### config.mk
export PLATFORM = sky130hd
export DESIGN_NAME = ctrl_pipeline
export DESIGN_NICKNAME = d
export VERILOG_FILES = /design/src/rtl/riscv_ctrl_pkg.sv /design/src/rtl/hazard_unit.sv /design/src/rtl/ctrl_pipeline.sv
export SDC_FILE = /design/constraint.sdc
export NUM_CORES = 1
export LEC_CHECK = 0
export ABC_AREA = 1
export CAP_MARGIN = 25
export CORE_UTILIZATION = 45
export CTS_BUF_LIST = sky130_fd_sc_hd__clkbuf_4
export DETAILED_ROUTE_END_ITERATION = 7
export MAX_ROUTING_LAYER = met4
export PLACE_DENSITY = 0.76
export SYNTH_ARGS = -nofsm -noshare
export SYNTH_HDL_FRONTEND = slang
export SYNTH_SLANG_ARGS = --single-unit
### constraint.sdc
create_clock -name clk -period 1.85 [get_ports clk]
set_clock_uncertainty 0.05 [all_clocks]
set_input_delay 0.37 -clock clk [delete_from_list [all_inputs] [get_ports clk]]
set_output_delay 0.37 -clock clk [all_outputs]
set_load 0.05 [all_outputs]
### src/rtl/riscv_ctrl_pkg.sv
// riscv_ctrl_pkg: shared control-word type, writeback and forwarding encodings
package riscv_ctrl_pkg;
  localparam logic [1:0] DSEL_MEM = 2'b00;
  localparam logic [1:0] DSEL_ALU = 2'b01;
  localparam logic [1:0] DSEL_PC4 = 2'b10;
  localparam logic [1:0] FWD_RF  = 2'b00;
  localparam logic [1:0] FWD_WB  = 2'b01;
  localparam logic [1:0] FWD_MEM = 2'b10;
  typedef struct packed {
    logic       reg_wen;
    logic       mem_wen;
    logic       a_src;
    logic       b_src;
    logic [1:0] dsel;
    logic [1:0] alu_con;
    logic       branch;
    logic       jump;
  } ctrl_t;
  localparam ctrl_t CTRL_BUBBLE = '0;
endpackage

### src/rtl/hazard_unit.sv
// hazard_unit: load-use stall, redirect flush and operand forwarding selects
module hazard_unit import riscv_ctrl_pkg::*; #(
  parameter int REG_AW = 5,
  parameter bit FWD_EN = 1'b1
) (
  input  logic              reg_wen_e_i,
  input  logic [1:0]        dsel_e_i,
  input  logic [REG_AW-1:0] rd_e_i,
  input  logic [REG_AW-1:0] rs1_e_i,
  input  logic [REG_AW-1:0] rs2_e_i,
  input  logic [REG_AW-1:0] rs1_d_i,
  input  logic [REG_AW-1:0] rs2_d_i,
  input  logic              pcsrc_e_i,
  input  logic              reg_wen_m_i,
  input  logic [1:0]        dsel_m_i,
  input  logic [REG_AW-1:0] rd_m_i,
  input  logic              reg_wen_w_i,
  input  logic [REG_AW-1:0] rd_w_i,
  output logic              stall_f_o,
  output logic              stall_d_o,
  output logic              flush_d_o,
  output logic              flush_e_o,
  output logic [1:0]        fwd_a_o,
  output logic [1:0]        fwd_b_o
);
  logic lw_stall;
  // Only ALU results are available in M; anything else falls through to W
  function automatic logic [1:0] fwd_sel(input logic [REG_AW-1:0] rs);
    return !FWD_EN ? FWD_RF :
           (reg_wen_m_i && rd_m_i != '0 && rd_m_i == rs && dsel_m_i == DSEL_ALU) ? FWD_MEM :
           (reg_wen_w_i && rd_w_i != '0 && rd_w_i == rs) ? FWD_WB : FWD_RF;
  endfunction
  always_comb begin
    lw_stall  = reg_wen_e_i && dsel_e_i == DSEL_MEM && rd_e_i != '0 &&
                (rd_e_i == rs1_d_i || rd_e_i == rs2_d_i);
    stall_f_o = lw_stall;
    stall_d_o = lw_stall;
    flush_d_o = pcsrc_e_i;
    flush_e_o = lw_stall || pcsrc_e_i;
    fwd_a_o   = fwd_sel(rs1_e_i);
    fwd_b_o   = fwd_sel(rs2_e_i);
  end
endmodule

### src/rtl/ctrl_pipeline.sv
// ctrl_pipeline: ID/EX, EX/MEM, MEM/WB control registers, PCSrc resolution and hazard control
module ctrl_pipeline import riscv_ctrl_pkg::*; #(
  parameter int REG_AW = 5,
  parameter bit FWD_EN = 1'b1
) (
  input  logic              clk,
  input  logic              rst,
  input  logic              RegWEnD,
  input  logic              MemWEnD,
  input  logic              ASrcD,
  input  logic              BSrcD,
  input  logic              BranchD,
  input  logic              JumpD,
  input  logic [1:0]        DdataSelD,
  input  logic [1:0]        ALUconD,
  input  logic [REG_AW-1:0] Rs1D,
  input  logic [REG_AW-1:0] Rs2D,
  input  logic [REG_AW-1:0] RdD,
  input  logic              BAE,
  output logic              ASrcE,
  output logic              BSrcE,
  output logic [1:0]        ALUconE,
  output logic [1:0]        ForwardAE,
  output logic [1:0]        ForwardBE,
  output logic              PCSrcE,
  output logic              MemWEnM,
  output logic              RegWEnW,
  output logic [1:0]        DdataSelW,
  output logic [REG_AW-1:0] RdW,
  output logic              StallF,
  output logic              StallD,
  output logic              FlushD,
  output logic              FlushE
);
  ctrl_t             ctrl_d, ctrl_e_d, ctrl_e_q;
  logic [REG_AW-1:0] rs1_e_d, rs2_e_d, rd_e_d, rs1_e_q, rs2_e_q, rd_e_q, rd_m_q, rd_w_q;
  logic              reg_wen_m_q, mem_wen_m_q, reg_wen_w_q;
  logic [1:0]        dsel_m_q, dsel_w_q;
  assign ctrl_d = '{reg_wen: RegWEnD, mem_wen: MemWEnD, a_src: ASrcD, b_src: BSrcD,
                    dsel: DdataSelD, alu_con: ALUconD, branch: BranchD, jump: JumpD};
  always_comb begin
    ctrl_e_d = FlushE ? CTRL_BUBBLE : ctrl_d;
    rs1_e_d  = FlushE ? '0 : Rs1D;
    rs2_e_d  = FlushE ? '0 : Rs2D;
    rd_e_d   = FlushE ? '0 : RdD;
  end
  always_ff @(posedge clk or posedge rst) begin
    if (rst) begin
      ctrl_e_q    <= CTRL_BUBBLE;
      rs1_e_q     <= '0;
      rs2_e_q     <= '0;
      rd_e_q      <= '0;
      reg_wen_m_q <= 1'b0;
      mem_wen_m_q <= 1'b0;
      dsel_m_q    <= DSEL_MEM;
      rd_m_q      <= '0;
      reg_wen_w_q <= 1'b0;
      dsel_w_q    <= DSEL_MEM;
      rd_w_q      <= '0;
    end else begin
      ctrl_e_q    <= ctrl_e_d;
      rs1_e_q     <= rs1_e_d;
      rs2_e_q     <= rs2_e_d;
      rd_e_q      <= rd_e_d;
      reg_wen_m_q <= ctrl_e_q.reg_wen;
      mem_wen_m_q <= ctrl_e_q.mem_wen;
      dsel_m_q    <= ctrl_e_q.dsel;
      rd_m_q      <= rd_e_q;
      reg_wen_w_q <= reg_wen_m_q;
      dsel_w_q    <= dsel_m_q;
      rd_w_q      <= rd_m_q;
    end
  end
  assign ASrcE     = ctrl_e_q.a_src;
  assign BSrcE     = ctrl_e_q.b_src;
  assign ALUconE   = ctrl_e_q.alu_con;
  assign PCSrcE    = (BAE & ctrl_e_q.branch) | ctrl_e_q.jump;
  assign MemWEnM   = mem_wen_m_q;
  assign RegWEnW   = reg_wen_w_q;
  assign DdataSelW = dsel_w_q;
  assign RdW       = rd_w_q;
  hazard_unit #(.REG_AW(REG_AW), .FWD_EN(FWD_EN)) u_hazard (
    .reg_wen_e_i (ctrl_e_q.reg_wen),
    .dsel_e_i    (ctrl_e_q.dsel),
    .rd_e_i      (rd_e_q),
    .rs1_e_i     (rs1_e_q),
    .rs2_e_i     (rs2_e_q),
    .rs1_d_i     (Rs1D),
    .rs2_d_i     (Rs2D),
    .pcsrc_e_i   (PCSrcE),
    .reg_wen_m_i (reg_wen_m_q),
    .dsel_m_i    (dsel_m_q),
    .rd_m_i      (rd_m_q),
    .reg_wen_w_i (reg_wen_w_q),
    .rd_w_i      (rd_w_q),
    .stall_f_o   (StallF),
    .stall_d_o   (StallD),
    .flush_d_o   (FlushD),
    .flush_e_o   (FlushE),
    .fwd_a_o     (ForwardAE),
    .fwd_b_o     (ForwardBE)
  );
endmodule
# Word level (Yosys, flattened, before mapping)
# Cells that the tools add are included.
[classes]
n_addsub = 0
n_mul = 0
muxes = 8
n_eq_ne = 7
magnitude_cmp = 0
div = 0
n_reduce_logical = 17
shifts = 0
bitwise_logic = 2
[ops]
columns = ["cell", "n"]
rows = [
  ["== test 5 bit", 6],
  ["two-way mux 5 bit", 3],
  ["nonzero test 5 bit", 3],
  ["logical AND 1 bit", 11],
  ["two-way mux 10 bit", 1],
  ["two-way mux 2 bit", 2],
  ["== test 2 x 1 -> 1 bit (second input constant)", 1],
  ["zero test 2 bit", 1],
  ["logical OR 1 bit", 2],
  ["two-way mux 1 bit", 2],
  ["AND 1 bit", 1],
  ["OR 1 bit", 1],
]
[totals]
ramBits = 0
n_memories = 0
latchBits = 0
output_inout_bits = 22
register_bits = 42
rom_bits = 0

# Logic depth before layout (Yosys ltp)
[logic_depth]
ltp_word = 6
mapped_depth = 10
depth_no_buf = 9

# Cells and area by module
# From an unflattened synthesis, not the netlist that was laid out.
[unflattened]
cells_unflattened = 239
hier_area_um2 = 1945.6
[modules_own_cells]
columns = ["module", "area_each_um2", "seq_area_each_um2", "cells_each", "n_inst"]
rows = [
  ["ctrl_pipeline", 1305.0, 1051.0, 101, 1],
  ["hazard_unit", 640.6, 0.0, 138, 1],
]

# Least setup slack after synthesis
# Ideal clock, no wire load.
[synth_timing]
kind = "register -> output"
start = "register rd_m_q[4]"
end = "output port ForwardAE[0]"
arrival_ns = 1.867
required_ns = 1.430
path_stages_with_launch = 6
path_slack_ns = -0.437
cell_sequence = "dfrtp_1 xor2_1 nor2_1 nand4_1 nor2_1 nor2_1"
[synth_via]
elab_chain_len = 5
elab_cells_between_ends = 6
cone_classes = "eq/ne: 1; mux: 1; reduce/logical: 4"
[synth_lines]
columns = ["element", "line", "text"]
rows = [
  ["start, declared", "ctrl_pipeline.sv:36", "logic [REG_AW-1:0] rs1_e_d, rs2_e_d, rd_e_d, rs1_e_q, rs2_e_q, rd_e_q, rd_m_q, rd_w_q;"],
  ["start signal, assigned", "ctrl_pipeline.sv:68", "rd_m_q <= rd_e_q;"],
  ["nonzero test 5 bit", "hazard_unit.sv:30", "(reg_wen_m_i && rd_m_i != '0 && rd_m_i == rs && dsel_m_i == DSEL_ALU) ? FWD_MEM :"],
  ["logical AND 1 bit", "hazard_unit.sv:30", ""],
  ["logical AND 1 bit * (2 in a row)", "hazard_unit.sv:30", ""],
  ["two-way mux 2 bit *", "hazard_unit.sv:30", ""],
  ["end, declared", "ctrl_pipeline.sv:23", "output logic [1:0] ForwardAE,"],
]
# Every way passes the cells marked *; elsewhere a longest branch is shown, timed or not.

# Worst setup path in the final report
[layout_timing]
start = "register rd_w_q[3], in the netlist RdW[3]"
end = "output port ForwardBE[0]"
[layout_via]
elab_chain_len = 5
elab_cells_between_ends = 6
cone_classes = "eq/ne: 1; mux: 2; reduce/logical: 3"
[layout_lines]
columns = ["element", "line", "text"]
rows = [
  ["start, declared", "ctrl_pipeline.sv:36", ""],
  ["start signal, assigned", "ctrl_pipeline.sv:71", "rd_w_q <= rd_m_q;"],
  ["nonzero test 5 bit", "hazard_unit.sv:31", "(reg_wen_w_i && rd_w_i != '0 && rd_w_i == rs) ? FWD_WB : FWD_RF;"],
  ["logical AND 1 bit", "hazard_unit.sv:31", ""],
  ["logical AND 1 bit *", "hazard_unit.sv:31", ""],
  ["two-way mux 1 bit *", "hazard_unit.sv:31", ""],
  ["two-way mux 2 bit *", "hazard_unit.sv:30", ""],
  ["end, declared", "ctrl_pipeline.sv:24", "output logic [1:0] ForwardBE,"],
]
# Marks and branches as above.

==> metrics.yaml <==
critical_path:
  startpoint_type: "flop"
  required_ns: 1.43
  critPathKind: "reg -> out"
  cpPeakStageDelay_ns: 0.45
  crit_chain: "xor2_1 > nor3_1 > nand4_1 > nor2_4 > buf_12"
  cp_num_buf_inv: 1
  reg2reg_depth: 9
  crit_arrival_ns: 1.61
  crit_family: "simple AND/OR/NAND/NOR gates"
  r2r-end: "rs2_e_q[1]"
  r2r_slack_ns: 0.35
  r2r_start: "rd_e_q[0]"
  crit_path_end_kind: "output port"
  crit_fanout: 4
  cpMaxStageDelayCell: "dfrtp_1"
sta:
  maxSlewHeadroom: 0.8019
  layout_setup_ws_ns: -0.1841
  max_slew.worst_pin.slew_ns: 0.2972
  setup_violations: 7
  hold_viol_final: 0
  rsz0062_at_grt: "true"
  period_share: 1.099
  drv_slew: 0
  fmax_mhz: 491.6
  finalCriticalPeriod_ns: 2.034
hold_path:
  min-delay-start: "ctrl_e_q[8]"
  worstHoldEndpoint: "MemWEnM"
  hp-class: "reg -> reg"
  hold_depth: 0
placed_design:
  place.gp.congestion: 0.8946
  dpl.cell_count: 294
  io_buffer_count: 49
  hpwl_mm: 2.360
final_layout:
  fin_cells: 306
  finalCoreUtilization: 0.6892
  mostFrequentLayoutCells: "dfrtp_1, inv_1, nor2_1"
  nets: 285
  drive_above_1_share: 0.2519
  antenna_cells: 0
  layout_commonest_cell: "dfrtp_1"
  area_growth_pct: 43.00
power:
  p_sw_frac: 0.3055
  power.switching_mw: 0.6909
  seqPwrFrac: 0.483
  leakagePower_nw: 1.371
  comb_power_share: 0.258
  cellInternalPower_mw: 1.570
  irDropWorstVdd_mv: 0.6012
  power_density_nw_per_um2: 876.5
  p_clk_frac: 0.258
drt:
  routed-wl-met3_um: 113
  dr_total_vias: 1349
  route.met2.wl_mm: 1.750
  dr.first_iter.drc_count: 26
  met1Wirelength_mm: 1.309
  wl_mm: 3.259
  wl_per_cell_um: 10.65
  top_layer: "met4"
  ant_nets: 0
  via_per_inst: 4.408
  firstDrtPassIters: 4
  drc: 0
global_route:
  grt_max_degree: 43
  grt_usage: 0.1772
  antenna_found_initial: 0
  grt_pass1_wl_mm: 5.333
  overflow: 0
  grt_pass1_vias: 1294
cts:
  cts_buffers: 5
  cts_tree: "yes"
  hold_buffers: 0
  clockBufferDepth: 2
  clk_pin_slew_ns: 0.11
  worstSkewPairLatency_ns: 0.33
  clock-root-buffer: "clkbuf_4"
  htree_levels: 2
  clock-sinks: 42
floorplan:
  fp.dieH_um: 65.32
  dieArea_um2: 4267
  start_util: 0.4820
  fp-row-count: 22
  core_um2: 3744
  io_pins: 50
  die_w_um: 65.32
synthesis:
  yosys_warnings: 0
  syn_area_um2: 1804
  synth_cells: 195
  synth_seq_cells: 42
  ys_seq_area_frac: 0.5825
  ys_types: 17
  avgSynthCellArea_um2: 9.252
  syn_nets: 223
status:
  violations: "setup timing"
  status: "finished, violations left"
flow_run:
  drv_cap: 0
==> Yosys cell counts <==
cell | instances | area [um^2]
nor2_1 | 43 | 161.4
dfrtp_1 | 42 | 1051
inv_1 | 39 | 146.4
nand2_1 | 25 | 93.84
xor2_1 | 13 | 113.9
xnor2_1 | 9 | 78.83
nand4_1 | 6 | 37.54
buf_4 | 4 | 30.03
buf_6 | 2 | 22.52
nand3_1 | 2 | 10.01
nor2_2 | 2 | 12.51
nor3_1 | 2 | 10.01
o21ai_0 | 2 | 10.01
a21oi_1 | 1 | 5.000
inv_2 | 1 | 3.750
nand2_2 | 1 | 6.260
nand2_4 | 1 | 11.26
==> kinds of logic after synthesis <==
logic type      after synthesis  share of synthesized area
xor+xnor                     22                     0.1068
compound gates                3                   0.008319
flops                        42                     0.5825
buf+inv                      46                     0.1123
simple gates                 82                     0.1900
==> per-layer routing <==
metal / GRT usage / up-vias
met2: 0.3015 / 36
li1: - / 686
met1: 0.1862 / 618
met5: - / -
met4: 0.08152 / 0
met3: 0.05729 / 9
==> timing repair <==
item	4_1_cts	5_1_grt
hold endpoints to repair	0	0
buffers inserted	3	1
gates cloned	0	0
gates resized for setup	14	13
endpoints found under the setup margin	7	7
pin swaps	20	14
==> registers in the layout, indices dropped and copies added (netlist names), 2 cells and up <==
name,cells
rd_e_q,5
RdW,5
dsel_m_q,2
ALUconE,2
ctrl_e_q,6
rs2_e_q,5
rd_m_q,5
rs1_e_q,5
DdataSelW,2
==> through the flow <==
| step | cell area, um^2 | hold WS [ns] | setup TNS (ns) | total power [mW] | worst slack (ns) |
|---|---|---|---|---|---|
| 2_1_floorplan | 1824 | 0.2812 | -0.009774 | 1.466 | -0.009774 |
| 3_3_place_gp | 2427 | 0.2840 | -1.726 | 1.658 | -0.2721 |
| 3_5_place_dp | 2427 | 0.2856 | -1.272 | 1.665 | -0.2578 |
| 4_1_cts | 2545 | 0.3111 | -1.148 | 2.255 | -0.1988 |
| 5_1_grt | 2580 | 0.3199 | -1.798 | 2.393 | -0.3001 |
| 6_report | 2580 | 0.3084 | -0.9518 | 2.261 | -0.1841 |
==> power by group through the flow <==
stage	clock (mW)	combinational, mW	sequential (mW)
2_1_floorplan	0	0.288	1.18
6_report	0.584	0.584	1.09
5_1_grt	0.654	0.634	1.11
4_1_cts	0.593	0.575	1.09
3_3_place_gp	0	0.552	1.11
3_5_place_dp	0	0.558	1.11
==> area by class of cell <==
cell class | count | area [um^2]
Clock buffer | 7 | 52.55
Clock inverter | 1 | 30.03
Fill cell | 311 | 1164
Inverter | 40 | 152.6
Multi-Input combinational cell | 107 | 609.3
Sequential cell | 42 | 1056
Tap cell | 48 | 60.06
Timing Repair Buffer | 61 | 619.3
==> worst max path at each step <==
stage / from / to / depth (start not counted)
2_1_floorplan: RdW[2] / ForwardAE[0] / 4
6_report: RdW[3] / ForwardBE[0] / 5
3_5_place_dp: Rs2D[4] / StallD / 10
5_1_grt: RdW[1] / ForwardAE[0] / 5
3_3_place_gp: Rs1D[4] / StallD / 10
4_1_cts: rd_m_q[0] / ForwardBE[0] / 6
Note: power is estimated with default switching activity, not from simulation.
